--- src/rtl/smac_ctrl_pkg.sv ---
// ----------------------------------------------------------------------------
// smac_ctrl_pkg : shared widths, counts and FSM encoding for the drain scheduler
// Revision: 1.0 - initial release
// ----------------------------------------------------------------------------
`default_nettype none

package smac_ctrl_pkg;

    localparam int N_REQ = 4;
    localparam int CNT_W = 8;

    typedef enum logic [1:0] {
        IDLE  = 2'd0,
        RUN   = 2'd1,
        FLUSH = 2'd2,
        DONE  = 2'd3
    } state_t;

    // Accumulator result width: row-sum growth plus product and operand-count growth.
    function automatic int dw_calc(input int m, input int pa, input int pw, input int mno);
        return $clog2(m) + pa + pw + $clog2(mno) + 1;
    endfunction

endpackage

`default_nettype wire

--- src/rtl/rr_arb4.sv ---
// ----------------------------------------------------------------------------
// rr_arb4 : combinational 4-way round-robin arbiter, search starts after last_idx
// Revision: 1.0 - initial release
// ----------------------------------------------------------------------------
`default_nettype none

module rr_arb4 (
    input  logic [3:0] eligible,
    input  logic [1:0] last_idx,
    output logic       grant_valid,
    output logic [1:0] grant_idx
);

    logic [1:0] w_cand;

    always_comb begin
        grant_valid = 1'b0;
        grant_idx   = last_idx;
        w_cand      = last_idx;
        for (int k = 1; k <= 4; k++) begin
            w_cand = last_idx + 2'(k);
            if (!grant_valid && eligible[w_cand]) begin
                grant_valid = 1'b1;
                grant_idx   = w_cand;
            end
        end
    end

endmodule

`default_nettype wire

--- src/rtl/ac_drain_sched.sv ---
// ----------------------------------------------------------------------------
// ac_drain_sched : drains finished accumulator results into a one-entry output
//                  register, round-robin across four requesters, per frame.
// Revision: 1.0 - initial release
// ----------------------------------------------------------------------------
`default_nettype none

module ac_drain_sched
    import smac_ctrl_pkg::*;
#(
    parameter int M   = 16,
    parameter int PA  = 8,
    parameter int PW  = 4,
    parameter int MNO = 288,
    parameter int DW  = dw_calc(M, PA, PW, MNO)
) (
    input  logic             clk,
    input  logic             rst,
    input  logic             start,
    input  logic [CNT_W-1:0] n_results,
    input  logic [N_REQ-1:0] req,
    input  logic [DW-1:0]    acc_in0,
    input  logic [DW-1:0]    acc_in1,
    input  logic [DW-1:0]    acc_in2,
    input  logic [DW-1:0]    acc_in3,
    input  logic             out_ready,
    output logic [1:0]       sel_w_en,
    output logic [N_REQ-1:0] ack,
    output logic             out_valid,
    output logic [DW-1:0]    out_data,
    output logic             busy,
    output logic             done
);

    state_t           r_state;
    state_t           w_state_nxt;
    logic [CNT_W-1:0] r_remaining;
    logic [1:0]       r_last_idx;
    logic [1:0]       r_sel;
    logic [N_REQ-1:0] r_ack;
    logic             r_out_valid;
    logic [DW-1:0]    r_out_data;
    logic             r_busy;
    logic             r_done;

    logic [DW-1:0]    w_acc [N_REQ];
    logic             w_xfer;
    logic             w_free;
    logic [N_REQ-1:0] w_eligible;
    logic             w_gv;
    logic [1:0]       w_gidx;
    logic             w_grant;

    assign w_acc[0] = acc_in0;
    assign w_acc[1] = acc_in1;
    assign w_acc[2] = acc_in2;
    assign w_acc[3] = acc_in3;

    assign w_xfer     = r_out_valid & out_ready;
    assign w_free     = ~r_out_valid | w_xfer;
    // A requester acked this cycle still shows req high; mask it to avoid a double grant.
    assign w_eligible = req & ~r_ack;
    assign w_grant    = (r_state == RUN) && w_free && w_gv;

    rr_arb4 u_arb (
        .eligible    (w_eligible),
        .last_idx    (r_last_idx),
        .grant_valid (w_gv),
        .grant_idx   (w_gidx)
    );

    always_ff @(posedge clk) begin
        if (rst) r_state <= IDLE;
        else     r_state <= w_state_nxt;
    end

    always_comb begin
        w_state_nxt = r_state;
        case (r_state)
            IDLE:    if (start && (n_results != '0)) w_state_nxt = RUN;
            RUN:     if (w_grant && (r_remaining == CNT_W'(1))) w_state_nxt = FLUSH;
            FLUSH:   if (w_xfer) w_state_nxt = DONE;
            DONE:    w_state_nxt = IDLE;
            default: w_state_nxt = IDLE;
        endcase
    end

    always_ff @(posedge clk) begin
        if (rst) begin
            r_remaining <= '0;
            r_last_idx  <= 2'd3;
            r_sel       <= '0;
            r_ack       <= '0;
            r_out_valid <= 1'b0;
            r_out_data  <= '0;
            r_busy      <= 1'b0;
            r_done      <= 1'b0;
        end else begin
            r_done <= 1'b0;
            case (r_state)
                IDLE: begin
                    r_ack <= '0;
                    if (start) begin
                        if (n_results != '0) begin
                            r_remaining <= n_results;
                            r_busy      <= 1'b1;
                        end else begin
                            r_done <= 1'b1;
                        end
                    end
                end
                RUN: begin
                    if (w_grant) begin
                        r_out_data  <= w_acc[w_gidx];
                        r_sel       <= w_gidx;
                        r_out_valid <= 1'b1;
                        r_ack       <= N_REQ'(1) << w_gidx;
                        r_last_idx  <= w_gidx;
                        r_remaining <= r_remaining - CNT_W'(1);
                    end else begin
                        if (w_xfer) r_out_valid <= 1'b0;
                        r_ack <= '0;
                    end
                end
                FLUSH: begin
                    r_ack <= '0;
                    if (w_xfer) begin
                        r_out_valid <= 1'b0;
                        r_done      <= 1'b1;
                    end
                end
                DONE: begin
                    r_ack  <= '0;
                    r_busy <= 1'b0;
                end
                default: r_ack <= '0;
            endcase
        end
    end

    assign sel_w_en  = r_sel;
    assign ack       = r_ack;
    assign out_valid = r_out_valid;
    assign out_data  = r_out_data;
    assign busy      = r_busy;
    assign done      = r_done;

endmodule

`default_nettype wire

--- config.mk ---
export PLATFORM = sky130hd
export DESIGN_NAME = ac_drain_sched
export DESIGN_NICKNAME = d
export VERILOG_FILES = /design/src/rtl/smac_ctrl_pkg.sv /design/src/rtl/rr_arb4.sv /design/src/rtl/ac_drain_sched.sv
export SDC_FILE = /design/constraint.sdc
export NUM_CORES = 1
export LEC_CHECK = 0
export BUFFER_PORTS_ARGS = -buffer_cell sky130_fd_sc_hd__buf_2
export CORE_UTILIZATION = 40
export DETAILED_ROUTE_END_ITERATION = 6
export GPL_ROUTABILITY_DRIVEN = 1
export GPL_TIMING_DRIVEN = 0
export PLACE_DENSITY = 0.69
export SYNTH_ARGS = -nofsm -noshare
export SYNTH_HDL_FRONTEND = slang
export SYNTH_SLANG_ARGS = --single-unit
export TNS_END_PERCENT = 1
--- constraint.sdc ---
create_clock -name clk -period 2.22 [get_ports clk]
set_input_delay 0.111 -clock clk [delete_from_list [all_inputs] [get_ports clk]]
set_output_delay 0.111 -clock clk [all_outputs]
set_load 0.01 [all_outputs]
[Word-level counts from Yosys, hierarchy flattened]
Cells that the tools add are included.
Storage, ports and cells
  bits of input ports: 120
  word-level logic and storage cells: 94
  flip-flop bits (word level): 47
Operators by class
  equal/unequal tests: 10
  shifts and indexed selects: 1
  reductions and logical operators: 20
  bitwise operators: 6
  muxes and demuxes: 39
  order comparisons: 5
  add/sub/neg operators: 4
Operators with widths (count)
  26-bit binary-select mux with 2-bit select: 1
  26-bit two-way mux: 2
  8-bit two-way mux: 3
  8-bit one-hot mux with 2 select lines: 1
  1-bit two-way mux: 15
  2-bit two-way mux: 7
  2-bit by 3-bit less-than comparator with 1-bit output (second input constant): 4
  2-bit inequality test (second input constant): 5
  1-bit binary-select mux with 2-bit select: 4
  8-bit by 1-bit equality test with 1-bit output (second input constant): 1
  2-bit one-hot mux with 4 select lines: 1
  4-bit one-hot mux with 2 select lines: 1
  8-bit nonzero test: 1
  8-bit by 1-bit subtractor with 8-bit output (second input constant): 1
  1-bit logical AND: 7
  1-bit one-hot mux with 2 select lines: 3
  3-bit AND reduction: 2
  2-bit nonzero test: 3
  2-bit adder (second input constant): 2
  4-bit bitwise AND: 1
  2-bit equality test (second input constant): 2
  4-bit two-way mux: 1
  4-bit NOT: 1
  4-bit AND reduction: 1
  other kinds (13): 15

[Longest topological paths before layout]
Gate-level depths: netlist of run 1.
  depth after elaboration: 18
  depth in mapped cells: 9

[Hierarchy]
From an unflattened synthesis of run 1, not the netlist that was laid out.
Second synthesis, totals
  cell total of the unflattened synthesis: 304
  area, all modules: 2781.4 µm²
By module, submodules not included
  ac_drain_sched: area each 2698.8 µm², times used 1, cells each 290
  rr_arb4: area each 82.6 µm², times used 1, cells each 14

[Least setup slack after synthesis of run 1]
OpenSTA, ideal clock, no wires.
  path kind: register -> register
  start point: register r_ack[0] (netlist: ack[0])
  end point: register r_out_data[10] (netlist: out_data[10])
  required time: 2092 ps
  clock period less this slack: 1837 ps
  path slack: 383 ps
  buffers on the path: 3
  arrival: 1709 ps
  cell stages (with the launch flop): 9
  setup time: 128 ps
  path through: dfxtp_1 and2b_1 o221a_1 buf_4 a21oi_2 buf_6 buf_8 mux2i_1 o211ai_2
Between the ends
  word-level cells in the longest chain between the ends: 18
RTL lines
  start, declared: line ac_drain_sched.sv:40  | logic [N_REQ-1:0] r_ack;
  start signal, assigned: line ac_drain_sched.sv:117  | r_ack <= N_REQ'(1) << w_gidx;
  4-bit NOT *: line ac_drain_sched.sv:62  | assign w_eligible = req & ~r_ack;
  4-bit bitwise AND *: line ac_drain_sched.sv:62
  1-bit binary-select mux with 2-bit select: line rr_arb4.sv:22  | if (!grant_valid && eligible[w_cand]) begin
  1-bit two-way mux (implied by the code): line rr_arb4.sv:22
  1-bit two-way mux: line rr_arb4.sv:22
  1-bit logical NOT: line rr_arb4.sv:22
  1-bit logical AND: line rr_arb4.sv:22
  1-bit two-way mux: line rr_arb4.sv:22
  1-bit logical NOT: line rr_arb4.sv:22
  1-bit logical AND: line rr_arb4.sv:22
  1-bit two-way mux: line rr_arb4.sv:22
  1-bit logical NOT: line rr_arb4.sv:22
  1-bit logical AND: line rr_arb4.sv:22
  2-bit two-way mux: line rr_arb4.sv:22
  2-bit NOT with 3-bit output (implied by the code): line ac_drain_sched.sv:114  | r_out_data <= w_acc[w_gidx];
  26-bit binary-select mux with 2-bit select: line ac_drain_sched.sv:114
  26-bit two-way mux (implied by the code) (2 in series): line ac_drain_sched.sv:114
  end signal, assigned: line ac_drain_sched.sv:114
  end, declared: line ac_drain_sched.sv:42  | logic [DW-1:0] r_out_data;
Every way passes the cells marked *; elsewhere a longest branch is shown, timed or not. The select of a mux whose other input is x is not followed.
A chain may end at the register's enable or synchronous reset.

[Worst setup path in the final report of run 1]
  start point: register r_state[1]
  end point: register r_out_data[14] (netlist: out_data[14])
Between the ends
  word-level cells in the longest chain between the ends: 4
RTL lines
  start, declared: line ac_drain_sched.sv:35  | state_t r_state;
  start signal, assigned: line ac_drain_sched.sv:74  | else r_state <= w_state_nxt;
  2-bit by 1-bit equality test with 1-bit output *: line ac_drain_sched.sv:63, ac_drain_sched.sv:100
  1-bit logical AND (2 in series): line ac_drain_sched.sv:63  | assign w_grant = (r_state == RUN) && w_free && w_gv;
  2-bit AND reduction (no line) *
Every way passes the cells marked *; elsewhere a longest branch is shown, timed or not.

==> impl_metrics.yaml, run 1 <==
placed_design:
  gp_congestion: 0.8955
  hpwlAfterDp_um: 8275
  port_buffers: 153
  dpl_cell_area_um2: 4433
  place_ws_ps: 0.7789
  dp.cells: 684
power_and_ir_drop:
  clkPwrFrac_pct: 16.6
  ir_drop_mv: 0.5629
  switchingPower_w: 0.002020
  pwr-share-comb_pct: 55.8
  seqPwrFrac_pct: 27.6
  p_per_area_nw_per_um2: 1007
  p_leak_nw: 2.220
  p_int_w: 0.002601
  swShare_pct: 43.72
floorplanning:
  die_w_um: 96.02
  io_pins: 155
  die_h_um: 96.02
  num_rows: 33
  initial_core_util_pct: 42.19
  dieArea_um2: 9220
  core_um2: 8382
global_route:
  grt_remaining_overflow: 0
  antenna_found_initial: 0
  grt_pass1_wl_um: 16650
  grt_max_degree: 15
  grt.total_usage_pct: 22.87
  first_global_vias: 3545
worst_setup_path:
  crit_fanout: 10
  arrival_ps: 2290
  cp_slowest_stage_delay_ps: 350
  timing_worst_setup_path_type: "flip-flop to flip-flop"
  worstSetupEndpointType: "flip-flop"
  reg2reg_slack_ps: 170
  crit_top_cell: "buf_2"
  critPathLaunchType: "flip-flop"
  crit_required_ps: 2450
  crit_chain: "inv_1 -> ha_1 -> buf_2 -> clkinvlp_4 -> nor3_4 -> buf_2 -> o211ai_1 -> o211ai_2"
  cpMaxStageDelayCell: "nor3_4"
finish:
  area_delta_synth_final_pct: 29.79
  fin_area_um2: 4589
  nets: 714
  final-seq-area_um2: 940.9
  final_util_pct: 54.75
  multi_input_area_um2: 2117
  stdcell_count: 694
  antenna_cells: 0
  drive_gt1_share_pct: 36.84
  fill_cells: 794
synthesis:
  synth_compound_area_share_pct: 36.52
  synth_xor_xnor_area_share_pct: 0
  synth.largest_area_cell: "dfxtp_1"
  synth_simple_gate_area_share_pct: 12.28
  synthAdderAreaFrac_pct: 2.123
  synthArstFlopShare_pct: 0
  ys_warn_count: 0
  synthMuxAreaShare_pct: 8.953
  synthFlopType: "dfxtp_1"
  synthDominantCellAreaShare_pct: 26.61
  synth-edff-count: 0
  synth_area_leaders: "dfxtp_1 (27%), a211oi_1 (11%), mux2i_1 (7.9%)"
  synth_fp_nets: 552
  synth_area_um2: 3536
  ys_seq_area_share_pct: 26.61
  avgSynthCellArea_um2: 8.300
  synth_top_family_by_area: "compound AO/OA/AOI/OAI gates"
  synth.ff_latch_count: 47
  syn_inst: 426
  synth.distinct_cells: 58
clock_network:
  cts_tree: "yes"
  cts_made_buffers: 5
  cts_sinks: 47
  h-tree-depth: 2
  clk_latency_ps: 310
  cts_hold_buf: 0
  clockBufferDepth: 2
  cts.clk_slew.worst_paths_ps: 100
  cts_root_buffer: "clkbuf_8"
sta:
  hold_viol: 0
  slew_headroom_pct: 56.14
  fin_crit_ps: 2052
  worst_pin_slew_ps: 653.5
  rsz0062_at_grt: "yes"
  worst_slack_ps: 168.4
  fmax_mhz: 487.4
  setup_viol: 0
  fin_skew_ps: 11.12
  period_share_pct: 92.41
  drv_slew: 0
route:
  via_count: 3735
  wire_per_inst_um: 15.40
  drtAntennaViolNets: 0
  drt-total-wl_um: 10690
  drc: 0
  drtIter0Drc: 128
  avgViaCountPerCell: 5.382
  first_pass_iters: 4
job:
  maxCapViolCount: 0
status:
  outcome: "completed"
worst_hold_path:
  hold_path_class: "input pin to flip-flop"
[registers in the layout, summed over array words and instances (netlist names)]
| name | cells |
|---|---|
| sel_w_en | 2 |
| r_state | 2 |
| out_data | 26 |
| done | 1 |
| r_last_idx | 2 |
| r_remaining | 8 |
| ack | 4 |
| out_valid | 1 |
| busy | 1 |
[cells by family (layout without fill, tap and decap cells)]
kind of cell,count (synthesis),after routing
AO/OA/AOI/OAI,154,154
buffers and inverters,101,264
AND/OR/NAND/NOR,88,88
flip-flops,47,47
multiplexers,30,30
adder cells (fa/ha/maj),6,6
[what timing repair did]
item	CTS	global route
setup buffers	0	2
resized for setup	0	9
pin swaps	1	1
endpoints found under the setup margin	8	21
hold endpoints to repair	0	0
[layout make-up]
type	count	share of cell area [%]
Sequential cell	47	20.50
Multi-Input combinational cell	278	46.13
Buffer	38	5.371
Clock inverter	2	1.309
Inverter	63	5.234
Timing Repair Buffer	155	17.01
Tap cell	105	2.863
Clock buffer	6	1.581
[power by group through the flow]
stage | clock network [W] | registers, W | logic (W)
final | 0.000767 | 0.00128 | 0.00258
after CTS | 0.000777 | 0.00128 | 0.00256
after global placement | 0 | 0.00128 | 0.00249
after floorplan | 0 | 0.00134 | 0.00176
after detailed placement | 0 | 0.00129 | 0.00256
after global routing | 0.000814 | 0.00131 | 0.00285
[critical path, delay by kind of cell, from the launching register on]
family | cells | cell delay [ps]
compound gates | 2 | 280
fa+ha+maj | 1 | 150
buf+inv | 4 | 850
flops | 1 | 340
simple gates | 1 | 350
[Yosys cell counts, types with 2 or more instances]
cell type	number
buf_6	4
nand3_1	6
nor2b_1	7
a21oi_1	13
ha_1	6
and2b_1	2
o311ai_0	3
buf_4	5
or4_1	2
buf_12	2
nand2b_1	5
clkbuf_1	20
o21ai_0	5
o22ai_2	2
buf_2	5
dfxtp_1	47
and3_1	2
o211ai_1	34
o31ai_1	3
inv_1	62
a22oi_1	2
nand2_1	39
nor2_1	12
o211ai_2	20
mux2i_1	28
nor3_1	6
a211oi_1	53
[per-stage QoR]
stage	power [W]	setup TNS [ps]	hold WS (ps)
after CTS	0.004616	0	89.10
after global routing	0.004970	-15.48	96.76
final	0.004621	0	96.48
after detailed placement	0.003849	0	411.4
after floorplan	0.003108	0	273.5
after global placement	0.003771	0	406.3
[cell usage in the layout, fill, tap and decap left out, types with 3 or more instances in the layout]
| cell | count |
|---|---|
| clkbuf_2 | 4 |
| clkbuf_8 | 5 |
| a21oi_1 | 13 |
| inv_1 | 62 |
| nor2b_1 | 7 |
| nor3_1 | 6 |
| a211oi_1 | 53 |
| nand2b_1 | 5 |
| o211ai_1 | 34 |
| mux2i_1 | 28 |
| buf_2 | 158 |
| nand3_1 | 6 |
| o21ai_0 | 5 |
| nor2_1 | 12 |
| clkbuf_1 | 17 |
| o211ai_2 | 20 |
| buf_4 | 7 |
| ha_1 | 6 |
| nand2_1 | 39 |
| buf_6 | 4 |
| dfxtp_1 | 47 |
| o311ai_0 | 3 |
| o31ai_1 | 3 |
[per-layer routing]
| metal | track usage (%) | routed length, µm |
|---|---|---|
| met5 | 0 | 0 |
| met4 | 4.353 | 108 |
| met3 | 3.555 | 712 |
| met2 | 41.37 | 5240 |
| met1 | 28.57 | 4630 |
[final timing paths]
| check | cells after the start | from | to |
|---|---|---|---|
| hold / removal | 3 | acc_in0[6] | out_data[6] |
| setup reg to reg | 8 | r_state[1] | out_data[14] |
| setup / recovery | 8 | r_state[1] | out_data[14] |
| hold reg to reg | 2 | out_data[17] | out_data[17] |
Note: power is estimated with default switching activity, not from simulation.
==> run 2, diff against run 1 <==
--- a/config.mk
+++ b/config.mk
@@ -8,3 +8,3 @@
 export BUFFER_PORTS_ARGS = -buffer_cell sky130_fd_sc_hd__buf_2
-export CORE_UTILIZATION = 40
+export CORE_UTILIZATION = 48
 export DETAILED_ROUTE_END_ITERATION = 6
@@ -12,3 +12,3 @@
 export GPL_TIMING_DRIVEN = 0
-export PLACE_DENSITY = 0.69
+export PLACE_DENSITY = 0.81
 export SYNTH_ARGS = -nofsm -noshare
==> constraint.sdc (replaced) <==
create_clock -name clk -period 2.22 [get_ports clk]
set_input_delay 0.333 -clock clk [delete_from_list [all_inputs] [get_ports clk]]
set_output_delay 0.333 -clock clk [all_outputs]
set_load 0.01 [all_outputs]
==> impl_metrics.yaml, run 2 (synthesis results as in run 1) <==
floorplanning:
  die_h_um: 87.83
  core_um2: 6944
  num_rows: 30
  io_pins: 155
  die_w_um: 87.83
  dieArea_um2: 7713
  initial_core_util_pct: 50.92
global_route:
  grt_remaining_overflow: 0
  first_global_vias: 3517
  grt_max_degree: 15
  grt.total_usage_pct: 25.69
  antenna_found_initial: 0
  grt_pass1_wl_um: 15980
clock_network:
  cts_hold_buf: 0
  cts_root_buffer: "clkbuf_8"
  clockBufferDepth: 2
  cts_tree: "yes"
  cts.clk_slew.worst_paths_ps: 100
  clk_latency_ps: 300
  h-tree-depth: 2
  cts_made_buffers: 5
  cts_sinks: 47
sta:
  worst_slack_ps: 175.0
  fin_skew_ps: 5.986
  fmax_mhz: 489.0
  worst_pin_slew_ps: 648.7
  slew_headroom_pct: 56.47
  hold_viol: 0
  fin_crit_ps: 2045
  drv_slew: 0
  setup_viol: 0
  period_share_pct: 92.12
  rsz0062_at_grt: "no"
  final.setup.tns_ps: 0
worst_setup_path:
  reg2reg_slack_ps: 170
  reg2reg_to: "out_data[16]"
  arrival_ps: 2230
  crit_fanout: 10
  timing_worst_setup_path_type: "flip-flop to flip-flop"
  critPathLaunchType: "flip-flop"
  crit_required_ps: 2400
  worstSetupEndpointType: "flip-flop"
  reg2regPathDepth: 8
  rr_startpoint: "r_last_idx[1]"
finish:
  fill_cells: 619
  largest_register_ffs: 26
  stdcell_count: 684
  multi_input_area_um2: 2117
  final-seq-area_um2: 940.9
  layout_common_cells: "buf_2 (158), inv_1 (62), a211oi_1 (53)"
  area_delta_synth_final_pct: 28.73
  final_common_cell: "buf_2"
  nets: 713
  drive_gt1_share_pct: 36.73
  fin_area_um2: 4552
  antenna_cells: 0
placed_design:
  dp.cells: 675
  dpl_cell_area_um2: 4422
  place_ws_ps: 58.22
  gp_congestion: 0.9164
  port_buffers: 153
  hpwlAfterDp_um: 8007
power_and_ir_drop:
  pwr-share-comb_pct: 56.7
  p_per_area_nw_per_um2: 987.5
  switchingPower_w: 0.001986
  swShare_pct: 44.19
  p_leak_nw: 2.210
  ir_drop_mv: 0.5891
  p_int_w: 0.002509
  seqPwrFrac_pct: 28.4
  clkPwrFrac_pct: 14.9
route:
  drtAntennaViolNets: 0
  avgViaCountPerCell: 5.477
  via_count: 3746
  first_pass_iters: 5
  drt-total-wl_um: 10140
  drc: 0
  drtIter0Drc: 170
  wire_per_inst_um: 14.82
job:
  maxCapViolCount: 0
worst_hold_path:
  hold_depth: 3
  min_from: "start"
  hold_path_class: "input pin to flip-flop"
  hold_end: "done"
status:
  outcome: "completed"
-- run 2: cell count changes in the layout (fill, tap and decap cells not counted), sizes merged --
cell      previous run  this run
bufinv               2         1
clkinv               0         2
buf                173       172
clkinvlp             1         0
-- run 2: stage by stage --
stage,util [%],power [W],hold slack [ps]
4_1_cts,65.37,0.004482,307.2
3_3_place_gp,63.68,0.003738,441.7
6_report,65.55,0.004495,313.0
5_1_grt,65.55,0.004812,304.5
3_5_place_dp,63.68,0.003808,448.0
2_1_floorplan,-,0.003108,462.7
-- run 2: how the worst max path moves through the flow --
| stage | startpoint | end | cells after the start |
|---|---|---|---|
| floorplan | ack[0] | out_data[10] | 8 |
| global placement | r_state[1] | out_data[16] | 8 |
| detailed placement | r_state[1] | out_data[16] | 8 |
| CTS | r_state[1] | out_data[16] | 9 |
| global route | r_last_idx[1] | out_data[15] | 8 |
| finish | r_last_idx[1] | out_data[16] | 8 |
-- run 2: final cells by class --
type / count / area share (%)
multi-input cells: 278 / 46.51
flip-flops and latches: 47 / 20.67
repair buffers: 154 / 16.99
plain buffers: 38 / 5.415
inverters: 63 / 5.195
well taps: 96 / 2.639
clock buffers: 6 / 1.814
clock inverters: 2 / 0.7697
-- run 2: power groups by stage --
stage / Sequential [W] / Clock [W] / Combinational [W]
CTS: 0.00128 / 0.000681 / 0.00252
global route: 0.00130 / 0.000705 / 0.00280
global placement: 0.00128 / 0 / 0.00246
finish: 0.00128 / 0.000671 / 0.00255
floorplan: 0.00134 / 0 / 0.00176
detailed placement: 0.00129 / 0 / 0.00251
-- run 2: routing by layer --
| metal | track usage (%) | part of all wire [%] |
|---|---|---|
| met5 | 0 | 0 |
| met4 | 5.365 | 1.0 |
| met3 | 3.770 | 6.1 |
| met2 | 47.43 | 50 |
| met1 | 31.45 | 42 |
-- run 2: critical path, stage by stage, from the launching register on --
cell	delay, ps
dfxtp_1	380
buf_2	240
inv_1	110
clkbuf_1	250
a21oi_2	220
buf_6	190
buf_8	180
mux2i_1	230
o211ai_2	90
-- run 2: what timing repair did --
action | CTS | global route
setup endpoints to repair | 0 | 21
resized for setup | 0 | 8
buffers inserted | 0 | 1
